### config.mk
export PLATFORM = sky130hd
export DESIGN_NAME = mc_controller
export DESIGN_NICKNAME = d
export VERILOG_FILES = /design/src/rtl/mc_controller.sv
export SDC_FILE = /design/constraint.sdc
export NUM_CORES = 1
export LEC_CHECK = 0
export ABC_CLOCK_PERIOD_IN_PS = 1700
export BUFFER_PORTS_ARGS = -buffer_cell sky130_fd_sc_hd__buf_2
export CORE_MARGIN = 4
export CORE_UTILIZATION = 45
export DETAILED_ROUTE_END_ITERATION = 10
export PLACE_DENSITY_LB_ADDON = 0.1
export SYNTH_ARGS = -nofsm -noshare
export SYNTH_HDL_FRONTEND = slang
export SYNTH_SLANG_ARGS = --single-unit
export TNS_END_PERCENT = 30
### constraint.sdc
create_clock -name clk -period 1.7 [get_ports clk]
set_clock_uncertainty 0.1 [all_clocks]
set_input_delay 0.17 -clock clk [delete_from_list [all_inputs] [get_ports clk]]
set_output_delay 0.17 -clock clk [all_outputs]
set_load 0.01 [all_outputs]
### src/rtl/mc_controller.sv
// Multicycle ARM control unit: sequences the shared ALU, memory port and register file,
// keeps NZCV and gates writes on the condition. `MC_CTRL_COND_SKIP_EN skips failed-condition paths.
module mc_controller (
   input  logic         clk,
   input  logic         reset,
   input  logic [31:12] Instr,
   input  logic [3:0]   ALUFlags,
   output logic         PCWrite,
   output logic         MemWrite,
   output logic         RegWrite,
   output logic         IRWrite,
   output logic         AdrSrc,
   output logic [1:0]   RegSrc,
   output logic [1:0]   ImmSrc,
   output logic         ALUSrcA,
   output logic [1:0]   ALUSrcB,
   output logic [1:0]   ALUControl,
   output logic [1:0]   ResultSrc,
   output logic         InstrDone
);

   typedef enum logic [3:0] {
      FETCH, DECODE, MEMADR, MEMRD, MEMWB, MEMWR, EXECR, EXECI, ALUWB, BRANCH
   } state_t;

   state_t      state;
   logic [1:0]  op;
   logic [5:0]  funct;
   logic [3:0]  rd, cond;
   logic [3:0]  flags;
   logic        cond_q, condex, dec_to_fetch;
   logic        n, z, c, v;
   logic        nextpc, branch, regw, memw, irw, aluop, done;
   logic [1:0]  alucontrol, flagw;
   logic        pcs;

   assign op    = Instr[27:26];
   assign funct = Instr[25:20];
   assign rd    = Instr[15:12];
   assign cond  = Instr[31:28];
   assign {n, z, c, v} = flags;

   assign ImmSrc = op;
   assign RegSrc = {op == 2'b01, op == 2'b10};

   always_comb begin
      case (cond)
         4'd0:    condex = z;
         4'd1:    condex = ~z;
         4'd2:    condex = c;
         4'd3:    condex = ~c;
         4'd4:    condex = n;
         4'd5:    condex = ~n;
         4'd6:    condex = v;
         4'd7:    condex = ~v;
         4'd8:    condex = c & ~z;
         4'd9:    condex = ~c | z;
         4'd10:   condex = (n == v);
         4'd11:   condex = (n != v);
         4'd12:   condex = ~z & (n == v);
         4'd13:   condex = z | (n != v);
         4'd14:   condex = 1'b1;
         default: condex = 1'b0;
      endcase
   end

`ifdef MC_CTRL_COND_SKIP_EN
   assign dec_to_fetch = (op == 2'b11) | ~condex;
`else
   assign dec_to_fetch = (op == 2'b11);
`endif

   // ALU decode; the catch-all command is treated as ADD, so it also updates CV under S
   always_comb begin
      alucontrol = 2'b00;
      flagw      = 2'b00;
      if (aluop) begin
         case (funct[4:1])
            4'b0100: alucontrol = 2'b00;
            4'b0010: alucontrol = 2'b01;
            4'b0000: alucontrol = 2'b10;
            4'b1100: alucontrol = 2'b11;
            default: alucontrol = 2'b00;
         endcase
         flagw[1] = funct[0];
         flagw[0] = funct[0] & ~alucontrol[1];
      end
   end

   always_ff @(posedge clk or negedge reset) begin
      if (!reset) begin
         state  <= FETCH;
         flags  <= 4'b0000;
         cond_q <= 1'b0;
      end else begin
         case (state)
            FETCH:  state <= DECODE;
            DECODE: begin
               cond_q <= condex;
               if (dec_to_fetch)       state <= FETCH;
               else if (op == 2'b01)   state <= MEMADR;
               else if (op == 2'b10)   state <= BRANCH;
               else if (funct[5])      state <= EXECI;
               else                    state <= EXECR;
            end
            MEMADR: state <= funct[0] ? MEMRD : MEMWR;
            MEMRD:  state <= MEMWB;
            EXECR, EXECI: begin
               state <= ALUWB;
               if (flagw[1] & cond_q) flags[3:2] <= ALUFlags[3:2];
               if (flagw[0] & cond_q) flags[1:0] <= ALUFlags[1:0];
            end
            default: state <= FETCH;
         endcase
      end
   end

   always_comb begin
      nextpc    = 1'b0;
      branch    = 1'b0;
      regw      = 1'b0;
      memw      = 1'b0;
      irw       = 1'b0;
      aluop     = 1'b0;
      done      = 1'b0;
      AdrSrc    = 1'b0;
      ALUSrcA   = 1'b0;
      ALUSrcB   = 2'b00;
      ResultSrc = 2'b00;
      case (state)
         FETCH: begin
            irw = 1'b1; nextpc = 1'b1;
            ALUSrcA = 1'b1; ALUSrcB = 2'b10; ResultSrc = 2'b10;
         end
         DECODE: begin
            ALUSrcA = 1'b1; ALUSrcB = 2'b10; ResultSrc = 2'b10;
            done = dec_to_fetch;
         end
         MEMADR: ALUSrcB = 2'b01;
         MEMRD:  AdrSrc = 1'b1;
         MEMWB: begin
            ResultSrc = 2'b01; regw = 1'b1; done = 1'b1;
         end
         MEMWR: begin
            AdrSrc = 1'b1; memw = 1'b1; done = 1'b1;
         end
         EXECR: aluop = 1'b1;
         EXECI: begin
            aluop = 1'b1; ALUSrcB = 2'b01;
         end
         ALUWB: begin
            regw = 1'b1; done = 1'b1;
         end
         BRANCH: begin
            ALUSrcB = 2'b01; ResultSrc = 2'b10; branch = 1'b1; done = 1'b1;
         end
         default: ;
      endcase
   end

   assign ALUControl = alucontrol;
   assign pcs        = (regw & (rd == 4'd15)) | branch;

   // Write enables are held off combinationally so an asserted reset cancels any write at once
   assign PCWrite   = reset & (nextpc | (pcs & cond_q));
   assign RegWrite  = reset & regw & cond_q;
   assign MemWrite  = reset & memw & cond_q;
   assign IRWrite   = reset & irw;
   assign InstrDone = reset & done;

endmodule

[Word-level counts from Yosys, hierarchy flattened]
Cells that the tools add are included.
Storage, ports and cells
  input port bits: 26
  word-level logic and storage cells: 91
  output and inout port bits: 17
  register bits: 9
Cells by class
  bitwise gates (word level): 23
  reductions and logical operators: 12
  muxes and demuxes: 21
  eq/ne operators: 31
Operator list (count)
  4-bit == test, second input constant: 11
  4-bit by 3-bit == test with 1-bit output, second input constant: 8
  4-bit by 2-bit == test with 1-bit output, second input constant: 5
  4-bit one-hot mux with 5 select lines: 1
  1-bit one-hot mux with 15 select lines: 1
  1-bit bitwise AND: 14
  4-bit logical NOT: 3
  4-bit two-way mux: 3
  4-bit by 1-bit == test with 1-bit output, second input constant: 2
  1-bit two-way mux: 8
  2-bit one-hot mux with 2 select lines: 2
  2-bit OR reduction: 4
  2-bit two-way mux: 3
  2-bit one-hot mux with 3 select lines: 1
  3-bit OR reduction: 2
  1-bit inverter: 5
  2-bit == test, second input constant: 2
  1-bit OR: 4
  2-bit AND reduction: 2
  4-bit OR reduction: 1
  3-bit two-way mux: 1
  2-bit by 1-bit == test with 1-bit output, second input constant: 1
  1-bit one-hot mux with 2 select lines: 1
  1-bit == test: 1
  1-bit inequality test: 1

[Logic depth before layout (Yosys ltp)]
  word-level depth: 9
  mapped depth: 5
  depth with buffers taken out: 4

[Worst setup path after synthesis]
OpenSTA, ideal clock, no wires.
  kind: register to output
  from: reg state[3]
  to: out PCWrite
  slack: 38 ps
  data arrival time: 1392 ps
  data required time: 1430 ps
  stages on the path, launching flop included: 5
  buffers on the path: 1
  path through: dfrtp_1 -> buf_6 -> nand2b_4 -> a2111oi_2 -> a32o_1
On the way
  word-level cells in the longest chain between the ends: 8
  elaborated cells between the ends (all ways): 13
  classes of those cells: eq/ne: 3; mux: 3; bitwise: 5; reduce/logical: 2
RTL lines
  start: declaration: line 26  | state_t state;
  start signal: assignment: line 106  | MEMADR: state <= funct[0] ? MEMRD : MEMWR;
  4-bit == test / 4-bit by 3-bit == test with 1-bit output (equally long branches): line 130  | case (state)
  2-bit OR reduction (no source line)
  1-bit two-way mux: line 130
  1-bit bitwise AND: line 162  | assign pcs = (regw & (rd == 4'd15)) | branch;
  1-bit OR: line 162
  1-bit bitwise AND: line 165  | assign PCWrite = reset & (nextpc | (pcs & cond_q));
  1-bit OR *: line 165
  1-bit bitwise AND *: line 165
  end: declaration: line 8  | output logic PCWrite,
Every way passes the cells marked *; elsewhere a longest branch is shown, timed or not.

[Worst setup path after layout]
  from: reg state[2]
  to: out PCWrite
Same word-level chain as after synthesis.

==> results.sh <==
export IMPL_crit_chain="nand2b_4 -> a2111oi_4 -> a32o_1 -> buf_2"
export IMPL_cp_slowest_stage_delay_ps=420
export IMPL_netlist_area_leader_share_pct=25.2
export IMPL_min_to="flags[1]$_DFFE_PN0P_"
export IMPL_root_buffer="clkbuf_4"
export IMPL_timing_rr_start="state[2]$_DFF_PN0_"
export IMPL_syn_nets=130
export IMPL_fin_nets=174
export IMPL_ant_nets=0
export IMPL_wirelength_mm=2.30
export IMPL_grt_ovfl_total=0
export IMPL_clockBufferDepth=2
export IMPL_yosys_top_cells_count="12 x nor2_1, 9 x dfrtp_1, 6 x buf_2, 6 x nand2_1"
export IMPL_io_buffers=38
export IMPL_ys_seq_area_share_pct=25.2
export IMPL_area_growth_pct=40.7
export IMPL_reg2reg_depth=6
export IMPL_crit_path_end_kind="output pin"
export IMPL_hold_ws_ps=30.0
export IMPL_hold_viol_final=0
export IMPL_violations="negative setup slack"
export IMPL_fillers=160
export IMPL_synth_area_top_cells="dfrtp_1 25%, nor2_1 5.0%, xnor2_1 3.9%, buf_2 3.4%, a2111oi_2 3.4%"
export IMPL_synthFlopType="dfrtp_1"
export IMPL_status="complete, but fails checks"
export IMPL_rsz0062_at_grt="yes"
export IMPL_insertion_delay_ps=260
export IMPL_async_reset_ff_share_pct=100
export IMPL_dp_hpwl_mm=1.71
export IMPL_netlist_area_sq_um=892
export IMPL_clock_sinks=9
export IMPL_synth_adder_area_share_pct=0
export IMPL_num_io_pins=43
export IMPL_yosys_warnings=0
export IMPL_synth_most_common_cell="nor2_1"
export IMPL_place_gp_congestion=0.819
export IMPL_crit_fanout=3
export IMPL_cts_tree="yes"
export IMPL_grt_max_degree=14
export IMPL_antenna_found_initial=0
export IMPL_finalSetupViolCount=5
export IMPL_die_h_um=52.5
export IMPL_vias=960
export IMPL_timing_rr_end="flags[1]$_DFFE_PN0P_"
export IMPL_postSynthCellCount=104
export IMPL_synth_mux_area_share_pct=7.29
export IMPL_crit_cells=4
export IMPL_peakVddDrop_mv=0.949
export IMPL_slew_headroom_pct=80.1
export IMPL_wl_per_cell_um=13.4
export IMPL_finalCritPeriodShare_pct=105
export IMPL_crit_type="reg2out"
export IMPL_slew_violations=0
export IMPL_synth_simple_area_share_pct=33.5
export IMPL_ys_ff_latch=9
export IMPL_initial_utilization_pct=49.5
export IMPL_worst_path_max_delay_cell="dfrtp_1"
export IMPL_die_w_um=52.5
export IMPL_gr_usage_all_layers_pct=18.4
export IMPL_grt_pass1_vias=909
export IMPL_n_antenna_cell=0
export IMPL_fmax_mhz=561
export IMPL_hold_start="ALUFlags[1]"
export IMPL_start_kind="register"
export IMPL_synth_xor_area_share_pct=4.91
export IMPL_leakage_nw=0.593
export IMPL_grt_pass1_wl_mm=3.85
export IMPL_htreeDepth=1
export IMPL_fp_row_count=15
export IMPL_core_sq_um=1800
export IMPL_first_pass_iters=4
export IMPL_hp_class="in2reg"
export IMPL_cts_buffers=3
export IMPL_ys_types=43
export IMPL_required_ps=1430
export IMPL_viasPerCell=5.58
export IMPL_dp_slack_ps=124
export IMPL_drive_above_1_share_pct=49.0
export IMPL_clk_transition_reported_paths_ps=70
export IMPL_drc=0
export IMPL_setup_ws_ps=-82.9
export IMPL_dieArea_sq_um=2760
export IMPL_drt_iter0_markers=14
export IMPL_crit_arrival_ps=1510
export IMPL_path_buf_inv=1
export IMPL_finalCriticalPeriod_ps=1780
export IMPL_synth_avg_cell_area_sq_um=8.58
export IMPL_worst_pin_slew_ps=294
export IMPL_synth_edf_count=0
export IMPL_yosysTopAreaCell="dfrtp_1"
export IMPL_synth_compound_area_share_pct=20.6
export IMPL_cpLargestDelayFamily="compound AO/OA/AOI/OAI gates"
export IMPL_maxCapViolCount=0
export IMPL_synth_top_family_by_area="simple AND/OR/NAND/NOR gates"
export IMPL_p_per_area_nw_per_um2=1620
export IMPL_rrSetupSlack_ps=70
export IMPL_hold_depth=2
[final cells by class]
cell class                      count  area [sq um]  share of cell area, %
Clock buffer                        4          26.3                   2.09
Inverter                            3          11.3                  0.897
Multi-Input combinational cell     82           663                   52.8
Sequential cell                     9           229                   18.2
Tap cell                           25          31.3                   2.49
Timing Repair Buffer               49           294                   23.4
[logic make-up (layout without fill, tap and decap cells)]
| kind of cell | after synthesis | count (layout) |
|---|---|---|
| AO/OA/AOI/OAI | 23 | 23 |
| buffers and inverters | 13 | 56 |
| AND/OR/NAND/NOR | 48 | 48 |
| flip-flops | 9 | 9 |
| multiplexers | 6 | 6 |
| XOR/XNOR | 5 | 5 |
[metrics by stage]
| stage | area (sq um) | total power, W | std cells | utilization [%] | setup TNS, ps |
|---|---|---|---|---|---|
| after floorplan | 892 | 0.00125 | 104 | - | 0 |
| after global placement | 1100 | 0.00157 | 164 | 61.2 | 0 |
| after detailed placement | 1100 | 0.00159 | 164 | 61.2 | 0 |
| after CTS | 1230 | 0.00198 | 172 | 68.5 | -77.6 |
| after global routing | 1250 | 0.00218 | 172 | 69.7 | -638 |
| final | 1250 | 0.00203 | 172 | 69.7 | -150 |
[power breakdown]
| part | internal [W] | switching [W] |
|---|---|---|
| logic | 0.000711 | 0.000666 |
| registers | 0.000317 | 0.000171 |
| clock network | 0.0000903 | 0.0000747 |
| total | 0.00112 | 0.000912 |
[registers in the layout (all words and copies together) (netlist names)]
name    flops
cond_q      1
flags       4
state       4
[metal layers]
metal / vias up / share of wire (%) / global-route usage, %
li1: 467 / - / -
met1: 446 / 43 / 23.3
met2: 37 / 48 / 30.2
met3: 10 / 6.5 / 3.70
met4: 0 / 2.5 / 7.66
met5: - / 0 / 0
[layout by cell type (no fill, tap or decap), drive strengths merged, types with 2 or more instances in the layout]
cell | Yosys | layout
clkbuf | 0 | 4
nand3 | 4 | 4
a21oi | 2 | 2
o22ai | 2 | 2
nor2b | 4 | 4
nor4 | 2 | 2
mux2i | 2 | 2
a2111oi | 2 | 2
dfrtp | 9 | 9
nand2 | 6 | 6
nor2 | 13 | 13
nor3 | 4 | 4
inv | 3 | 3
nand2b | 5 | 5
nand3b | 3 | 3
xnor2 | 4 | 4
a31oi | 3 | 3
o21ai | 4 | 4
mux2 | 4 | 4
buf | 10 | 48
[worst max path at each step]
stage / from / to / slack [ps]
after floorplan: state[3]$_DFF_PN0_ / PCWrite / 40
after global placement: state[2]$_DFF_PN0_ / flags[0]$_DFFE_PN0P_ / 160
after detailed placement: state[2]$_DFF_PN0_ / flags[1]$_DFFE_PN0P_ / 120
after CTS: state[2]$_DFF_PN0_ / PCWrite / -70
after global routing: state[2]$_DFF_PN0_ / PCWrite / -130
final: state[2]$_DFF_PN0_ / PCWrite / -80
[repair_timing]
action                                  in CTS  in global routing
resized for setup                           14                  6
hold buffers                                 1                  0
cloned                                       0                  0
endpoints found under the setup margin       8                 14
hold endpoints to repair                     9                  0
pin swaps                                    4                  1
buffers inserted                             3                  0
No activity file was read; power rests on OpenSTA's default activity.
